## src/rtl/timer_regs_if.sv

```systemverilog
`default_nettype none
// ============================================================================
// Module      : timer_regs_if
// Description : Register-access bus between the APB slave front end and the
//               timer register bank (strobes, address, data, byte enables,
//               read data and slave error).
// Revision    : 1.0 - initial release
// ============================================================================
interface timer_regs_if #(
    parameter int ADDR_W = 12,
    parameter int DATA_W = 32
) ();
    logic                  reg_wen;
    logic                  reg_ren;
    logic [ADDR_W-1:0]     addr;
    logic [DATA_W-1:0]     wdata;
    logic [DATA_W/8-1:0]   byte_en;
    logic [DATA_W-1:0]     rdata;
    logic                  error;

    // Front end issuing register accesses
    modport master (
        output reg_wen, reg_ren, addr, wdata, byte_en,
        input  rdata, error
    );

    // Register bank answering the accesses
    modport slave (
        input  reg_wen, reg_ren, addr, wdata, byte_en,
        output rdata, error
    );
endinterface
`default_nettype wire

```

## src/rtl/timer_regs.sv

```systemverilog
`default_nettype none
// ============================================================================
// Module      : timer_regs
// Description : Timer register bank and counting core. Holds control, 64-bit
//               counter, compare and interrupt registers, runs the
//               power-of-two prescaler and drives a registered level
//               interrupt. Read data and write error are combinational.
// Revision    : 1.0 - initial release
// ============================================================================
module timer_regs #(
    parameter int ADDR_W  = 12,
    parameter int DATA_W  = 32,
    parameter int MAX_DIV = 8
) (
    input  wire logic       clk,
    input  wire logic       rst_n,
    timer_regs_if.slave     bus,
    output logic            tim_int
);

    localparam int                  c_WORD_W  = ADDR_W - 2;
    localparam int                  c_NBYTES  = DATA_W / 8;
    localparam logic [c_WORD_W-1:0] c_TCR     = c_WORD_W'(0);
    localparam logic [c_WORD_W-1:0] c_TDR0    = c_WORD_W'(1);
    localparam logic [c_WORD_W-1:0] c_TDR1    = c_WORD_W'(2);
    localparam logic [c_WORD_W-1:0] c_TCMP0   = c_WORD_W'(3);
    localparam logic [c_WORD_W-1:0] c_TCMP1   = c_WORD_W'(4);
    localparam logic [c_WORD_W-1:0] c_TIER    = c_WORD_W'(5);
    localparam logic [c_WORD_W-1:0] c_TISR    = c_WORD_W'(6);
    localparam logic [3:0]          c_MAX_DIV = 4'(MAX_DIV);

    // Replace only the byte lanes whose strobe is set
    function automatic logic [DATA_W-1:0] f_merge(
        input logic [DATA_W-1:0]   old_v,
        input logic [DATA_W-1:0]   new_v,
        input logic [c_NBYTES-1:0] be
    );
        logic [DATA_W-1:0] res;
        res = old_v;
        for (int b = 0; b < c_NBYTES; b++) begin
            if (be[b]) begin
                res[8*b +: 8] = new_v[8*b +: 8];
            end
        end
        return res;
    endfunction

    // ------------------------------------------------------------------
    // State
    // ------------------------------------------------------------------
    logic        r_timer_en;
    logic        r_div_en;
    logic [3:0]  r_div_val;
    logic [7:0]  r_div_cnt;
    logic [63:0] r_cnt;
    logic [63:0] r_cmp;
    logic        r_int_en;
    logic        r_int_st;

    // ------------------------------------------------------------------
    // Address decode
    // ------------------------------------------------------------------
    logic [c_WORD_W-1:0] w_word;
    logic                w_unused_addr;
    logic                w_wr_tcr;
    logic                w_wr_tdr0;
    logic                w_wr_tdr1;
    logic                w_wr_tcmp0;
    logic                w_wr_tcmp1;
    logic                w_wr_tier;
    logic                w_wr_tisr;

    assign w_word        = bus.addr[ADDR_W-1:2];
    assign w_unused_addr = ^bus.addr[1:0];
    assign w_wr_tcr      = bus.reg_wen && (w_word == c_TCR);
    assign w_wr_tdr0     = bus.reg_wen && (w_word == c_TDR0);
    assign w_wr_tdr1     = bus.reg_wen && (w_word == c_TDR1);
    assign w_wr_tcmp0    = bus.reg_wen && (w_word == c_TCMP0);
    assign w_wr_tcmp1    = bus.reg_wen && (w_word == c_TCMP1);
    assign w_wr_tier     = bus.reg_wen && (w_word == c_TIER);
    assign w_wr_tisr     = bus.reg_wen && (w_word == c_TISR);

    // ------------------------------------------------------------------
    // TCR write legality: the merged value is checked as a whole and the
    // entire write is dropped if any part of it is illegal.
    // ------------------------------------------------------------------
    logic [DATA_W-1:0] w_tcr_cur;
    logic [DATA_W-1:0] w_tcr_new;
    logic [3:0]        w_new_div_val;
    logic              w_new_div_en;
    logic              w_new_timer_en;
    logic              w_unused_tcr;
    logic              w_tcr_illegal;
    logic              w_tcr_accept;

    assign w_tcr_cur      = {20'd0, r_div_val, 6'd0, r_div_en, r_timer_en};
    assign w_tcr_new      = f_merge(w_tcr_cur, bus.wdata, bus.byte_en);
    assign w_new_div_val  = w_tcr_new[11:8];
    assign w_new_div_en   = w_tcr_new[1];
    assign w_new_timer_en = w_tcr_new[0];
    assign w_unused_tcr   = ^{w_tcr_new[31:12], w_tcr_new[7:2]};

    assign w_tcr_illegal  = (w_new_div_val > c_MAX_DIV) ||
                            (r_timer_en && ((w_new_div_en  != r_div_en) ||
                                            (w_new_div_val != r_div_val)));
    assign w_tcr_accept   = w_wr_tcr && !w_tcr_illegal;
    assign bus.error      = w_wr_tcr && w_tcr_illegal;

    // ------------------------------------------------------------------
    // Prescaler: terminal count is 2^div_val - 1 (9 bits so div_val=8 fits)
    // ------------------------------------------------------------------
    logic [8:0] w_div_term;
    logic       w_tick;
    logic       w_inc;

    assign w_div_term = (9'd1 << r_div_val) - 9'd1;
    assign w_tick     = !r_div_en || ({1'b0, r_div_cnt} == w_div_term);
    assign w_inc      = r_timer_en && w_tick;

    // ------------------------------------------------------------------
    // Counter next value: a software load wins over the increment
    // ------------------------------------------------------------------
    logic [63:0] w_cnt_next;

    // Load written bytes over the pre-increment value, else count on tick
    always_comb begin
        w_cnt_next = r_cnt;
        if (w_wr_tdr0 || w_wr_tdr1) begin
            if (w_wr_tdr0) begin
                w_cnt_next[31:0] = f_merge(r_cnt[31:0], bus.wdata, bus.byte_en);
            end
            if (w_wr_tdr1) begin
                w_cnt_next[63:32] = f_merge(r_cnt[63:32], bus.wdata, bus.byte_en);
            end
        end else if (w_inc) begin
            w_cnt_next = r_cnt + 64'd1;
        end
    end

    // ------------------------------------------------------------------
    // Compare and interrupt status
    // ------------------------------------------------------------------
    logic w_match;
    logic w_int_clr;

    assign w_match   = (r_cnt == r_cmp);
    assign w_int_clr = w_wr_tisr && bus.byte_en[0] && bus.wdata[0];

    // Control register update on accepted TCR writes
    always_ff @(posedge clk or negedge rst_n) begin
        if (!rst_n) begin
            r_timer_en <= 1'b0;
            r_div_en   <= 1'b0;
            r_div_val  <= 4'd1;
        end else if (w_tcr_accept) begin
            r_timer_en <= w_new_timer_en;
            r_div_en   <= w_new_div_en;
            r_div_val  <= w_new_div_val;
        end
    end

    // Prescaler count, restarted when stopped or when TCR is rewritten
    always_ff @(posedge clk or negedge rst_n) begin
        if (!rst_n) begin
            r_div_cnt <= 8'd0;
        end else if (!r_timer_en || w_tcr_accept || !r_div_en || w_tick) begin
            r_div_cnt <= 8'd0;
        end else begin
            r_div_cnt <= r_div_cnt + 8'd1;
        end
    end

    // 64-bit counter
    always_ff @(posedge clk or negedge rst_n) begin
        if (!rst_n) begin
            r_cnt <= 64'd0;
        end else begin
            r_cnt <= w_cnt_next;
        end
    end

    // Compare value, byte-writable in both halves
    always_ff @(posedge clk or negedge rst_n) begin
        if (!rst_n) begin
            r_cmp <= {64{1'b1}};
        end else begin
            if (w_wr_tcmp0) begin
                r_cmp[31:0] <= f_merge(r_cmp[31:0], bus.wdata, bus.byte_en);
            end
            if (w_wr_tcmp1) begin
                r_cmp[63:32] <= f_merge(r_cmp[63:32], bus.wdata, bus.byte_en);
            end
        end
    end

    // Interrupt enable
    always_ff @(posedge clk or negedge rst_n) begin
        if (!rst_n) begin
            r_int_en <= 1'b0;
        end else if (w_wr_tier && bus.byte_en[0]) begin
            r_int_en <= bus.wdata[0];
        end
    end

    // Interrupt status: a compare match beats a simultaneous clear
    always_ff @(posedge clk or negedge rst_n) begin
        if (!rst_n) begin
            r_int_st <= 1'b0;
        end else if (w_match) begin
            r_int_st <= 1'b1;
        end else if (w_int_clr) begin
            r_int_st <= 1'b0;
        end
    end

    // Registered interrupt level
    always_ff @(posedge clk or negedge rst_n) begin
        if (!rst_n) begin
            tim_int <= 1'b0;
        end else begin
            tim_int <= r_int_en && r_int_st;
        end
    end

    // ------------------------------------------------------------------
    // Read path
    // ------------------------------------------------------------------
    logic [DATA_W-1:0] w_rd;

    // Select register by word offset; unmapped words read zero
    always_comb begin
        w_rd = '0;
        case (w_word)
            c_TCR:   w_rd = w_tcr_cur;
            c_TDR0:  w_rd = r_cnt[31:0];
            c_TDR1:  w_rd = r_cnt[63:32];
            c_TCMP0: w_rd = r_cmp[31:0];
            c_TCMP1: w_rd = r_cmp[63:32];
            c_TIER:  w_rd = {31'd0, r_int_en};
            c_TISR:  w_rd = {31'd0, r_int_st};
            default: w_rd = '0;
        endcase
    end

    assign bus.rdata = bus.reg_ren ? w_rd : '0;

endmodule
`default_nettype wire

```

## src/flat_wrapper.sv

```systemverilog
// flat-port wrapper written by rule: the top's interface ports become plain ports
module timer_regs_flat 
#(
    parameter int ADDR_W  = 12,
    parameter int DATA_W  = 32,
    parameter int MAX_DIV = 8
)
  (clk, rst_n, tim_int, bus_reg_wen, bus_reg_ren, bus_addr, bus_wdata, bus_byte_en, bus_rdata, bus_error);
  timer_regs_if #(.ADDR_W(ADDR_W), .DATA_W(DATA_W)) bus_i ();
  input  wire logic clk;
  input  wire logic rst_n;
  output logic tim_int;
  input wire logic [$bits(bus_i.reg_wen)-1:0] bus_reg_wen;
  input wire logic [$bits(bus_i.reg_ren)-1:0] bus_reg_ren;
  input wire logic [$bits(bus_i.addr)-1:0] bus_addr;
  input wire logic [$bits(bus_i.wdata)-1:0] bus_wdata;
  input wire logic [$bits(bus_i.byte_en)-1:0] bus_byte_en;
  output wire logic [$bits(bus_i.rdata)-1:0] bus_rdata;
  output wire logic [$bits(bus_i.error)-1:0] bus_error;
  assign bus_i.reg_wen = bus_reg_wen;
  assign bus_i.reg_ren = bus_reg_ren;
  assign bus_i.addr = bus_addr;
  assign bus_i.wdata = bus_wdata;
  assign bus_i.byte_en = bus_byte_en;
  assign bus_rdata = bus_i.rdata;
  assign bus_error = bus_i.error;
  timer_regs #(.ADDR_W(ADDR_W), .DATA_W(DATA_W), .MAX_DIV(MAX_DIV)) u_core (.clk(clk), .rst_n(rst_n), .bus(bus_i), .tim_int(tim_int));
endmodule
```

## config.mk

```make
export PLATFORM = sky130hd
export DESIGN_NAME = timer_regs_flat
export DESIGN_NICKNAME = d
export VERILOG_FILES = /design/src/rtl/timer_regs_if.sv /design/src/rtl/timer_regs.sv /design/src/flat_wrapper.sv
export SDC_FILE = /design/constraint.sdc
export NUM_CORES = 1
export LEC_CHECK = 0
export ABC_AREA = 1
export CAP_MARGIN = 25
export CELL_PAD_IN_SITES_DETAIL_PLACEMENT = 1
export CELL_PAD_IN_SITES_GLOBAL_PLACEMENT = 1
export CORE_ASPECT_RATIO = 1.5
export CORE_MARGIN = 4
export CORE_UTILIZATION = 40
export CTS_CLUSTER_SIZE = 40
export DETAILED_ROUTE_END_ITERATION = 12
export GPL_TIMING_DRIVEN = 1
export PLACE_DENSITY = 0.85
export SYNTH_ARGS = -nofsm -noshare
export SYNTH_HDL_FRONTEND = slang
export SYNTH_SLANG_ARGS = --single-unit
```

## constraint.sdc

```tcl
create_clock -name clk -period 5.3 [get_ports clk]
set_input_delay 1.06 -clock clk [delete_from_list [all_inputs] [get_ports clk]]
set_output_delay 1.06 -clock clk [all_outputs]
set_load 0.1 [all_outputs]
```

==> metrics.md <==
| Metric | Value |
|---|---|
| Run status | `completed` |
| Worst setup path class | `input pin to primary output` |
| Mapped Area | `10690 sq um` |
| Effective utilization at floorplan | `0.4049` |
| Row count | `between 70 and 80` |
| Leakage power | `5.396 nW` |
| Standard cell with the maximum stage delay on the critical path | `inv_2` |
| Routed via count | `11640` |
| Count of flip-flops with a built-in enable after synthesis | `0` |
| Worst IR drop on VDD | `0.2407 mV` |
| Final Instance Area | `12690 sq um` |
| Most common library cells after synthesis | `635 x nand2_1, 159 x nor2_1, 133 x inv_1` |
| Buffers plus inverters on the worst setup path | `5` |
| Achievable Freq | `222.4 MHz` |
| Max Root-Sink Buffers | `2` |
| TritonCTS sink count | `145` |
| Number of remaining DRC errors | `0` |
| Combinational power share | `0.069` |
| Post-CTS Hold Fix Bufs | `0` |
| Wire length of the first global-routing pass | `68.36 mm` |
| Area growth, synth to finish | `18.73%` |
| Cell with the most instances after synthesis | `nand2_1` |
| Most area-consuming cells after synthesis | `nand2_1 22%, dfrtp_1 19%, dfstp_2 16%` |
| Dominant delay contributor by cell family on the critical path | `buffers and inverters` |
| Power Internal | `1.958 mW` |
| Library cell appearing most often on the critical path | `nand2_1` |
| Boundary pin count | `86` |
| Total global-route track usage | `0.3006` |
| TritonCTS clock tree | `done` |
| Detailed Routing Iterations Pass 1 | `5` |
| Buffer type at the clock tree root | `clkbuf_16` |
| CTS Buf Count | `17` |
| Total wirelength of the detailed-routed design | `44.41 mm` |
| Number of antenna violations at the first check in global routing | `0` |
| Peak per-stage delay on the critical path | `530 ps` |
| CP startpoint kind | `input pin` |
| Power share of the clock group | `0.489` |
| Top metal layer carrying routed signals | `met4` |
| Worst Path Arrival | `3440 ps` |
| Fraction of power consumed by sequential logic | `0.443` |
| Part of the cycle the worst path needs | `0.8483` |
| Later-pin clock latency in the skew report | `460 ps` |
| Portion of the post-synthesis area used by sequential elements | `0.3471` |
| Top-area cell type share of the netlist area | `0.2230` |
| Core Area | `26400 sq um` |
| Post-Syn Nets | `1697` |
| Final RePlAce weighted congestion | `1.006` |
| Mean Syn Cell Area | `6.510 sq um` |
| Diodes inserted | `0` |
| Final setup slack of the worst path | `roughly 800 ps` |
| Horizontal die dimension | `141.5 microns` |
| Number of synthesized register bits | `between 100 and 150` |
| Postcts setup bufs | `0` |
| Vias per Instance | `around 5.7` |
| Number of fill cells | `3450` |
| Total power | `2.613 mW` |
| HPWL reported at the end of detailed placement | `33.87 mm` |
| Yosys warning count | `0` |
| Cell breakdown of the critical path | `clkdlybuf4s50_1 -> inv_1 -> nand2_2 -> inv_2 -> nand2_1 -> nor2_1 -> nand2_1 -> inv_2 -> nand2_1 -> a41oi_1 -> buf_12` |
| Worst slack after detailed placement | `867.8 ps` |
| Number of pins with negative max-slew slack in the final report | `0` |
| Worst slew margin relative to its limit | `0.3524` |
| Data required, critical path | `4240 ps` |
| Share of layout cells above drive strength 1 | `0.1086` |
| Most used flip-flop cell after synthesis | `dfrtp_1` |
| Largest net degree at the start of global routing | `66` |
| Crit end category | `primary output` |
| Critical-path maximum fanout | `23` |
| Hold Fails Final Rpt | `0` |
| Post-layout nets | `1755` |
| Setup repair after global routing missed its margin | `false` |
| Count of cells resized by post-cts repair | `0` |
| FFs w/ async S/R, synth | `1.000` |
| Areal power density over the cells | `205.9 nW/um^2` |
| H-Tree Level Count | `4` |
| TNS Setup | `0 ps` |
| Slew @ Worst Pin | `968.4 ps` |
| Path class of the lowest-slack min-delay path | `flop to flop` |
| Routed met3 length | `1.817 mm` |
| Clock transition at the register clock pins on the worst setup and hold paths after CTS | `70 ps` |
| DIE HEIGHT | `between 200 and 250 microns` |
| Area after detailed placement | `between 10000 and 15000 sq um` |
| Final critical-path required period | `4496 ps` |
| Area of the die | `approximately 29000 sq um` |
| Wirelength per Cell | `21.67 microns` |
| Switching part of the total power | `0.2507` |
| Vias in the first global route | `~12000` |
| Met1 wire length | `16.53 mm` |
| Maximum capacitance violations | `0` |
| Biggest area consumer among synthesized cells | `nand2_1` |
| Cells after Synth | `between 1500 and 2000` |
| Switching Power | `654.9 uW` |
| Post-detailed-route count of antenna-violating nets | `0` |
| Number of buffers added on ports | `83` |
| Number of different library cells in the post-synthesis netlist | `just over 40` |
| Violation count after the first detailed-route iteration | `840` |
| Remaining Overflow, GRT | `0` |
| Clk_skew | `~13 ps` |
| Wire length on met2 | `22.86 mm` |
| Setup violators final | `0` |
[cell families (layout without fill, tap and decap cells)]
group	after synthesis	in the layout	share of synthesized area
multiplexers	1	1	0.001053
buffers and inverters	207	278	0.08089
AO/OA/AOI/OAI	185	185	0.1003
adder cells (fa/ha/maj)	3	3	0.003512
AND/OR/NAND/NOR	1006	1006	0.3893
XOR/XNOR	95	95	0.07784
flip-flops	145	145	0.3471
[worst register-to-register path, stage by stage (launching register included)]
cell and delay (ps):
dfrtp_1 490, nor2_1 270, nand2_1 130, ha_1 330, nand2_1 70, inv_1 40
nor2_1 90, nand2_1 60, nor2_1 110, nand3_1 90, nor2_1 110, nand3_1 140
nand2_2 130, nand2_2 70, nand2_4 400, nand2_1 450, nand2_1 160, nand2_1 70
[registers in the layout, summed over array words and instances (netlist names)]
register,cells
u_core.r_div_en,1
u_core.r_cmp,64
u_core.r_div_val,4
u_core.r_div_cnt,8
u_core.r_timer_en,1
u_core.tim_int,1
u_core.r_int_st,1
u_core.r_cnt,64
u_core.r_int_en,1
[through the flow]
step	instances	utilization	hold slack [ps]
final	2050	0.4808	501.5
after global routing	2050	0.4808	525.4
after CTS	2050	0.4808	505.9
after detailed placement	2018	0.4581	493.8
after global placement	2018	0.4581	474.1
after floorplan	1642	-	448.0
[power groups by stage]
stage               sequential, mW  clock (mW)  combinational (mW)
finish                        1.16        1.28               0.179
global route                  1.16        1.33               0.197
CTS                           1.16        1.28               0.180
detailed placement            1.17           0               0.178
global placement              1.17           0               0.172
floorplan                     1.15           0              0.0922
[cell usage in the layout (no fill, tap or decap), types with 4 or more instances in the layout]
cell type / count
a21oi_1: 13
a221oi_1: 15
a41oi_1: 13
buf_12: 33
buf_4: 17
clkbuf_16: 17
clkdlybuf4s50_1: 49
clkinv_2: 5
dfrtp_1: 80
dfstp_2: 65
inv_1: 133
inv_2: 10
nand2_1: 635
nand2_2: 9
nand2_4: 4
nand3_1: 114
nand4_1: 19
nor2_1: 159
nor3_1: 42
nor4_1: 6
o21ai_0: 112
o21ai_1: 7
o22ai_1: 16
or2_2: 5
xnor2_1: 46
xor2_1: 49
[final cells by class]
| class | instances | area, sq um | area share |
|---|---|---|---|
| clock buffers | 21 | 460.4 | 0.03628 |
| clock inverters | 11 | 137.6 | 0.01084 |
| inverters | 146 | 550.5 | 0.04338 |
| multi-input cells | 1290 | 6121 | 0.4823 |
| flip-flops and latches | 145 | 3710 | 0.2923 |
| well taps | 337 | 421.7 | 0.03322 |
| repair buffers | 100 | 1290 | 0.1016 |
[path summary, 6_finish.rpt]
check,slack (ps),cells past startpoint,from,end
worst max-delay path,800,11,bus_addr[11],bus_rdata[2]
min in group asynchronous,610,1,rst_n,u_core.tim_int
worst min-delay path,500,2,u_core.r_int_en,u_core.tim_int
max in group asynchronous,3630,2,rst_n,u_core.r_cnt[21]
worst max register to register,1970,17,u_core.r_div_val[1],u_core.r_cnt[59]
worst min register to register,500,2,u_core.r_int_en,u_core.tim_int
[metal layers]
metal | up-vias | global-route usage
met5 | - | 0
met4 | 0 | 0.1891
met3 | 162 | 0.04944
met2 | 381 | 0.5371
met1 | 5722 | 0.3251
li1 | 5376 | -
Power figures use the tool's default switching activity.
